### src/rtl/status_value_queue.sv
// status_value_queue: head-at-zero compacting queue with in-place update, flush and sticky errors
module status_value_queue #(
  parameter int WIDTH = 8,
  parameter int DEPTH = 8,
  localparam int IDX_W = $clog2(DEPTH),
  localparam int CNT_W = $clog2(DEPTH + 1)
) (
  input  logic                   clk_i,
  input  logic                   arst_i,
  input  logic                   flush_i,
  input  logic                   push_i,
  input  logic [WIDTH-1:0]       push_value_i,
  input  logic                   pull_i,
  input  logic                   upd_i,
  input  logic [IDX_W-1:0]       upd_idx_i,
  input  logic [WIDTH-1:0]       upd_value_i,
  input  logic                   err_clr_i,
  output logic [WIDTH-1:0]       head_o,
  output logic                   head_valid_o,
  output logic [DEPTH*WIDTH-1:0] vector_o,
  output logic [DEPTH-1:0]       valid_o,
  output logic [CNT_W-1:0]       count_o,
  output logic                   full_o,
  output logic                   empty_o,
  output logic                   overflow_o,
  output logic                   underflow_o
);
  logic [DEPTH-1:0][WIDTH-1:0] ent_q, ent_d;
  logic [CNT_W-1:0] cnt_q, cnt_d, tgt;
  logic ovf_q, ovf_d, unf_q, unf_d;
  logic pull_ok, push_ok, upd_ok;
  assign pull_ok = pull_i && cnt_q != '0;
  assign push_ok = push_i && (cnt_q != CNT_W'(DEPTH) || pull_ok);
  assign upd_ok  = upd_i && CNT_W'(upd_idx_i) < cnt_q;
  // on a simultaneous pull the push lands one slot lower, behind the shifted entries
  assign tgt     = pull_ok ? cnt_q - CNT_W'(1) : cnt_q;
  always_comb begin
    ent_d = ent_q;
    cnt_d = cnt_q;
    if (flush_i) begin
      ent_d = '0;
      cnt_d = '0;
    end else begin
      if (pull_ok) begin
        for (int i = 0; i < DEPTH - 1; i++) ent_d[i] = ent_q[i+1];
        ent_d[DEPTH-1] = '0;
      end
      if (upd_ok && !pull_ok) ent_d[upd_idx_i] = upd_value_i;
      if (upd_ok && pull_ok && upd_idx_i != '0) ent_d[upd_idx_i - IDX_W'(1)] = upd_value_i;
      if (push_ok) ent_d[tgt[IDX_W-1:0]] = push_value_i;
      cnt_d = cnt_q + CNT_W'(push_ok) - CNT_W'(pull_ok);
    end
    ovf_d = (!flush_i && push_i && !push_ok) || (ovf_q && !err_clr_i);
    unf_d = (!flush_i && pull_i && !pull_ok) || (unf_q && !err_clr_i);
  end
  always_ff @(posedge clk_i or posedge arst_i) begin
    if (arst_i) begin
      ent_q <= '0;
      cnt_q <= '0;
      ovf_q <= 1'b0;
      unf_q <= 1'b0;
    end else begin
      ent_q <= ent_d;
      cnt_q <= cnt_d;
      ovf_q <= ovf_d;
      unf_q <= unf_d;
    end
  end
  always_comb begin
    valid_o = '0;
    for (int i = 0; i < DEPTH; i++) valid_o[i] = CNT_W'(i) < cnt_q;
  end
  assign vector_o     = ent_q;
  assign head_o       = ent_q[0];
  assign head_valid_o = cnt_q != '0;
  assign count_o      = cnt_q;
  assign full_o       = cnt_q == CNT_W'(DEPTH);
  assign empty_o      = cnt_q == '0;
  assign overflow_o   = ovf_q;
  assign underflow_o  = unf_q;
endmodule

### config.mk
export PLATFORM = sky130hd
export DESIGN_NAME = status_value_queue
export DESIGN_NICKNAME = d
export VERILOG_FILES = /design/src/rtl/status_value_queue.sv
export SDC_FILE = /design/constraint.sdc
export NUM_CORES = 1
export LEC_CHECK = 0
export CAP_MARGIN = 25
export CORE_UTILIZATION = 50
export CTS_CLUSTER_DIAMETER = 100
export DETAILED_ROUTE_END_ITERATION = 12
export PLACE_DENSITY = 0.79
export SYNTH_ARGS = -nofsm -noshare
export SYNTH_HDL_FRONTEND = slang
export SYNTH_SLANG_ARGS = --single-unit
### constraint.sdc
create_clock -name clk_i -period 6.9 [get_ports clk_i]
set_input_delay 1.035 -clock clk_i [delete_from_list [all_inputs] [get_ports clk_i]]
set_output_delay 1.035 -clock clk_i [all_outputs]
set_load 0.01 [all_outputs]
==> results of run 1 <==
==> registers in the layout, indices dropped and copies added (netlist names) <==
| name | cells |
|---|---|
| head_o | 8 |
| underflow_o | 1 |
| count_o | 4 |
| vector_o | 56 |
| overflow_o | 1 |
==> through the flow <==
stage / hold slack (ns) / cell area (sq um) / std cells / utilization
4_1_cts: 0.559 / 6290 / 825 / 0.640
3_5_place_dp: 0.544 / 6100 / 810 / 0.621
3_3_place_gp: 0.525 / 6100 / 810 / 0.621
5_1_grt: 0.570 / 6290 / 825 / 0.640
2_1_floorplan: 0.560 / 5100 / 627 / -
6_report: 0.556 / 6290 / 825 / 0.640
==> routing by layer <==
metal,up-vias,global-route usage
met3,65,0.0529
li1,2265,-
met4,0,0.170
met1,2394,0.392
met5,-,0
met2,261,0.493
==> cells in the mapped netlist, types with 2 or more instances <==
master,instances,share of area
a211oi_1,39,0.057
a21oi_1,5,0.0049
a22o_1,10,0.017
a311oi_1,18,0.031
a311oi_2,7,0.021
a32oi_4,3,0.016
buf_1,11,0.0081
buf_2,7,0.0069
buf_4,11,0.016
buf_6,4,0.0088
clkbuf_1,34,0.025
dfrtp_1,70,0.34
ha_1,12,0.029
inv_1,22,0.016
mux2i_1,32,0.063
nand2_1,36,0.026
nand2b_1,9,0.011
nand3_1,2,0.0020
nor2_1,214,0.16
nor2b_1,3,0.0037
nor3_1,4,0.0039
o21ai_0,8,0.0078
o22ai_1,4,0.0049
o31ai_4,2,0.0083
o32ai_1,4,0.0069
or3_1,23,0.028
or3_4,4,0.0088
xnor2_1,3,0.0052
==> cells by family after synthesis <==
family	after synthesis	synth area share
adders and majority gates	13	0.0334
muxes	32	0.0628
xor gates and xnor gates	3	0.00515
and+or+nand+nor	304	0.262
buffers and inverters	91	0.0829
DFF	70	0.343
AOI/OAI and AO/OA	114	0.210
==> critical path, delay by kind of cell, from the launching register on <==
kind                       cells  cell delay [ns]
buffers and inverters          2             0.76
DFF                            1             0.48
adders and majority gates      3             1.12
AOI/OAI and AO/OA              1             0.30
and+or+nand+nor                4             1.03
==> power by group through the flow <==
stage               logic [W]  registers (W)  clock network, W
detailed placement    0.00173       0.000760                 0
global route          0.00191       0.000774          0.000353
floorplan             0.00103       0.000788                 0
finish                0.00174       0.000758          0.000336
CTS                   0.00174       0.000753          0.000336
global placement      0.00168       0.000759                 0
==> final cells by class <==
cell class	count	area, sq um	share of cell area
Multi-Input combinational cell	466	2930	0.466
Sequential cell	70	1750	0.279
Timing Repair Buffer	118	1170	0.185
Tap cell	133	166	0.0265
Clock buffer	11	141	0.0225
Inverter	23	86.3	0.0137
Clock inverter	4	47.5	0.00756
==> path summary, 6_finish.rpt <==
path / startpoint / end / slack (ns) / cells past startpoint
max: count_o[2]$_DFF_PP0_ / count_o[1]$_DFF_PP0_ / 3.04 / 10
min: underflow_o$_DFF_PP0_ / underflow_o$_DFF_PP0_ / 0.56 / 2
max reg2reg: count_o[2]$_DFF_PP0_ / count_o[1]$_DFF_PP0_ / 3.04 / 10
min reg2reg: underflow_o$_DFF_PP0_ / underflow_o$_DFF_PP0_ / 0.56 / 2
max in group asynchronous: arst_i / vector_o[29]$_DFF_PP0_ / 5.00 / 3
min in group asynchronous: arst_i / vector_o[28]$_DFF_PP0_ / 1.25 / 3
==> results.ini, run 1 <==
[layout]
num_antenna_cells=0
drive_gt1_frac=0.0723
final_common_cell=nor2_1
nets=727
syn_to_final_growth_pct=23.3
fillerInstances=857
mostFrequentLayoutCells=214 x nor2_1, 113 x clkdlybuf4s50_1, 70 x dfrtp_1

[worst_setup_path]
critical_path.max_fanout=38
cp.arrival_ns=4.06
crit_path_top_delay_cell=nand2_2
crit_path_start_kind=register
worst_path_largest_cell_delay_ns=0.51
path_class=reg -> reg
endpoint_kind=register
cp_data_required_time_ns=7.09
crit_chain=inv_1, ha_1, nand2_1, nand2_2, buf_4, nand2_1, o21ai_0, ha_1, fa_1, nor2b_1

[floorplan]
io_pins=115
core_area_sq_um=9820
dieHeight_um=103
num_rows=36
die_w_um=103
die_area_sq_um=10600
start_util=0.519

[clocking]
ctsHoldBuffers=0
tritoncts=done
clockBufferDepth=2
numCtsBuffers=9
cts_sinks=70
clk_pin_slew_ns=0.08
htree_num_levels=3
cts_resized=0
post_cts_buffers=0
cts-root-buf=clkbuf_8
clk_latency_ns=0.34

[power]
power_frac_comb=0.614
p_seq_frac=0.267
p_total_w=0.00284
vdd_drop_max_mv=0.206
switching_power_w=0.00123
power_frac_clock=0.119
swShare=0.435
powerDensity_nw_per_um2=451
p_leak_nw=2.86
internal_power_w=0.00160

[timing]
finalHoldViolCount=0
fmax_ghz=0.259
maxSlewHeadroom=0.342
min_period_ns=3.86
drv_slew=0
fin_crit_sh=0.559
setup_violations=0
tightest_slew_ns=0.984
fin_skew_ns=0.00890
setup_tns_ns=0
rsz0062_at_grt=no
setup_ws_ns=3.04

[synth]
synthArstFlopShare=1.00
ys_ff_latch=70
syn_area_sq_um=5100
mappedNetlistNets=666
synth_seq_area_share=0.343
synthFlopType=dfrtp_1
synth_edf_count=0
netlist_instances=627
synth.distinct_cells=54
avgSynthCellArea_sq_um=8.14
yosys_warnings=0

[global_route]
antenna_found_initial=0
grt_start_max_net_pins=71
gr-total-overflow=0
grt_pass1_wl_um=24500
grt_usage=0.307
grt_pass1_vias=4666

[drt]
via_per_inst=6.04
met3WireLength_um=1220
drc=0
met2_wirelength_um=7560
dr.max_layer_used=met4
wl_met1_um=6300
wl_um=15800
dr_total_vias=4985
first_pass_iters=5
detail-route-antenna-nets=0
wl_per_cell_um=19.1
first_iter_violations=379

[place]
portBuffers=114
place_ws_ns=2.74
place_hpwl_um=10800
gp_congestion=0.904

[run]
maxCapViolCount=0

[hold_path]
hp-class=reg -> reg

[run_status]
status=complete, no violations

(Power assumes the default switching activity.)
==> run 2, diff against run 1 <==
- clock period: 6.9 -> 4 ns (I/O delays scaled with it)
==> run 2 against run 1 <==
Against the previous run: total power is 76% higher; worst hold slack worse by 0.12 ns; utilization is 1.0 points higher.
==> results.ini, run 2 (synthesized netlist as in run 1, its figures left out) <==
[timing]
rsz0062_at_grt=no  ; unchanged
min_period_ns=3.26  ; was 3.86 ns
finalHoldViolCount=0  ; unchanged
drv_slew=0  ; unchanged
fin_crit_sh=0.816  ; was 0.559
setup_violations=0  ; unchanged
setup_tns_ns=0  ; unchanged
fmax_ghz=0.306  ; was 0.259 GHz
tightest_slew_ns=1.02  ; was 0.984 ns
hold_ws_ns=0.435  ; was 0.556 ns
fin_skew_ns=0.0128  ; was 0.00890 ns
maxSlewHeadroom=0.322  ; was 0.342

[worst_setup_path]
r2r_start=count_o[1]$_DFF_PP0_  ; was count_o[2]$_DFF_PP0_
r2r_slack_ns=0.74  ; was 3.04 ns
critical_path.max_fanout=22  ; was 38
crit_chain=inv_1, ha_1, nand2_1, nand2_2, nor2_1, buf_4, a41oi_4, mux2i_1, a211oi_1  ; was inv_1, ha_1, nand2_1, nand2_2, buf_4, nand2_1, o21ai_0, ha_1, fa_1, nor2b_1
reg2reg_to=vector_o[13]$_DFF_PP0_  ; was count_o[1]$_DFF_PP0_
endpoint=vector_o[13]$_DFF_PP0_  ; was count_o[1]$_DFF_PP0_
worst_path_largest_cell_delay_ns=0.51  ; about the same
path_class=reg -> reg  ; unchanged
crit_path_start_kind=register  ; unchanged
crit_path_start=count_o[1]$_DFF_PP0_  ; was count_o[2]$_DFF_PP0_
crit_cells=9  ; was 10
cp.arrival_ns=3.51  ; was 4.06 ns
cp_data_required_time_ns=4.25  ; was 7.09 ns
r2r_cells=9  ; was 10
crit_path_top_delay_cell=a41oi_4  ; was nand2_2
cpLargestDelayFamily=compound AO/OA/AOI/OAI gates  ; was adder cells
endpoint_kind=register  ; unchanged
path_buf_inv=2  ; unchanged

[place]
dpl_cell_area_sq_um=6140  ; was 6100 sq um
gp_congestion=0.936  ; was 0.904
place_hpwl_um=10800  ; about the same
placedCellCount=815  ; was 810
portBuffers=114  ; unchanged

[power]
power_frac_comb=0.602  ; was 0.614
vdd_drop_max_mv=0.322  ; was 0.206 mV
p_leak_nw=2.91  ; was 2.86 nW
internal_power_w=0.00286  ; was 0.00160 W
power_frac_clock=0.135  ; was 0.119
swShare=0.428  ; was 0.435
powerDensity_nw_per_um2=783  ; was 451 nW/um^2
switching_power_w=0.00214  ; was 0.00123 W
p_seq_frac=0.263  ; was 0.267

[floorplan]
start_util=0.519  ; unchanged
dieHeight_um=103  ; unchanged
die_area_sq_um=10600  ; unchanged
die_w_um=103  ; unchanged
num_rows=36  ; unchanged
io_pins=115  ; unchanged
core_area_sq_um=9820  ; unchanged

[drt]
wl_per_cell_um=18.9  ; was 19.1 um
drc=0  ; unchanged
first_iter_violations=364  ; was 379
wl_um=15700  ; was 15800 um
dr_total_vias=4994  ; was 4985
detail-route-antenna-nets=0  ; unchanged
via_per_inst=6.00  ; was 6.04
first_pass_iters=5  ; unchanged

[layout]
final_common_cell=nor2_1  ; unchanged
largest_register_ffs=56  ; unchanged
num_antenna_cells=0  ; unchanged
syn_to_final_growth_pct=25.3  ; was 23.3%
fin_area_sq_um=6390  ; was 6290 sq um
seq_area_sq_um=1750  ; unchanged
finalNonFillerCells=832  ; was 825
fillerInstances=841  ; was 857
nets=733  ; was 727
multiInputGateArea_sq_um=2930  ; unchanged
drive_gt1_frac=0.0830  ; was 0.0723
mostFrequentLayoutCells=214 x nor2_1, 113 x clkdlybuf4s50_1, 70 x dfrtp_1  ; unchanged

[clocking]
cts_resized=0  ; unchanged
cts-root-buf=clkbuf_8  ; unchanged
tritoncts=done  ; unchanged
clockBufferDepth=2  ; unchanged
clk_pin_slew_ns=0.08  ; about the same
cts_sinks=70  ; unchanged
clk_latency_ns=0.36  ; was 0.34 ns
ctsHoldBuffers=0  ; unchanged
htree_num_levels=3  ; unchanged
post_cts_buffers=0  ; unchanged
numCtsBuffers=9  ; unchanged

[global_route]
grt_pass1_vias=4738  ; was 4666
gr-total-overflow=0  ; unchanged
grt_pass1_wl_um=25100  ; was 24500 um
grt_start_max_net_pins=52  ; was 71
antenna_found_initial=0  ; unchanged
grt_usage=0.315  ; was 0.307

[hold_path]
hp-class=in -> async  ; was reg -> reg

[run_status]
status=complete, no violations  ; unchanged

[run]
maxCapViolCount=0  ; unchanged

## run 2: cell types whose count changed in the layout (fill, tap and decap cells not counted), sizes merged
cell,change
buf,+6
bufinv,+1
## run 2: cell type report
cell class / instances / area share
inverter: 23 / 0.0135
timing repair buffer: 124 / 0.192
sequential: 70 / 0.274
tap: 133 / 0.0260
clock inverter: 5 / 0.0127
multi-input combinational: 466 / 0.458
clock buffer: 11 / 0.0237
## run 2: worst reg2reg max path, stage by stage, from the launching register on
cell and delay [ns]:
dfrtp_1 0.46, inv_1 0.29, ha_1 0.46, nand2_1 0.25
nand2_2 0.42, nor2_1 0.10, buf_4 0.19, a41oi_4 0.51
mux2i_1 0.16, a211oi_1 0.31
## run 2: metal layers
metal  GRT usage  part of all wire
met1       0.409              0.40
met2       0.527              0.49
met3      0.0515             0.084
met4       0.126             0.031
met5           0                 0
## run 2: worst min path at each step
stage | start | endpoint | slack [ns]
final | arst_i | vector_o[31]$_DFF_PP0_ | 0.43
after global routing | arst_i | vector_o[31]$_DFF_PP0_ | 0.44
after CTS | overflow_o$_DFF_PP0_ | overflow_o$_DFF_PP0_ | 0.55
after detailed placement | overflow_o$_DFF_PP0_ | overflow_o$_DFF_PP0_ | 0.53
after global placement | overflow_o$_DFF_PP0_ | overflow_o$_DFF_PP0_ | 0.52
after floorplan | overflow_o$_DFF_PP0_ | overflow_o$_DFF_PP0_ | 0.56
## run 2: power by group through the flow
| stage | sequential [W] | clock [W] | combinational (W) |
|---|---|---|---|
| after floorplan | 0.00136 | 0 | 0.00178 |
| after global placement | 0.00131 | 0 | 0.00290 |
| after detailed placement | 0.00132 | 0 | 0.00298 |
| after CTS | 0.00131 | 0.000675 | 0.00300 |
| after global routing | 0.00135 | 0.000704 | 0.00332 |
| final | 0.00132 | 0.000676 | 0.00301 |
## run 2: metrics by stage
| stage | setup WS [ns] | util | total power, W |
|---|---|---|---|
| 2_1_floorplan | 1.03 | - | 0.00314 |
| 3_3_place_gp | 0.586 | 0.625 | 0.00421 |
| 3_5_place_dp | 0.501 | 0.625 | 0.00430 |
| 4_1_cts | 0.767 | 0.649 | 0.00498 |
| 5_1_grt | 0.487 | 0.651 | 0.00537 |
| 6_report | 0.736 | 0.651 | 0.00500 |
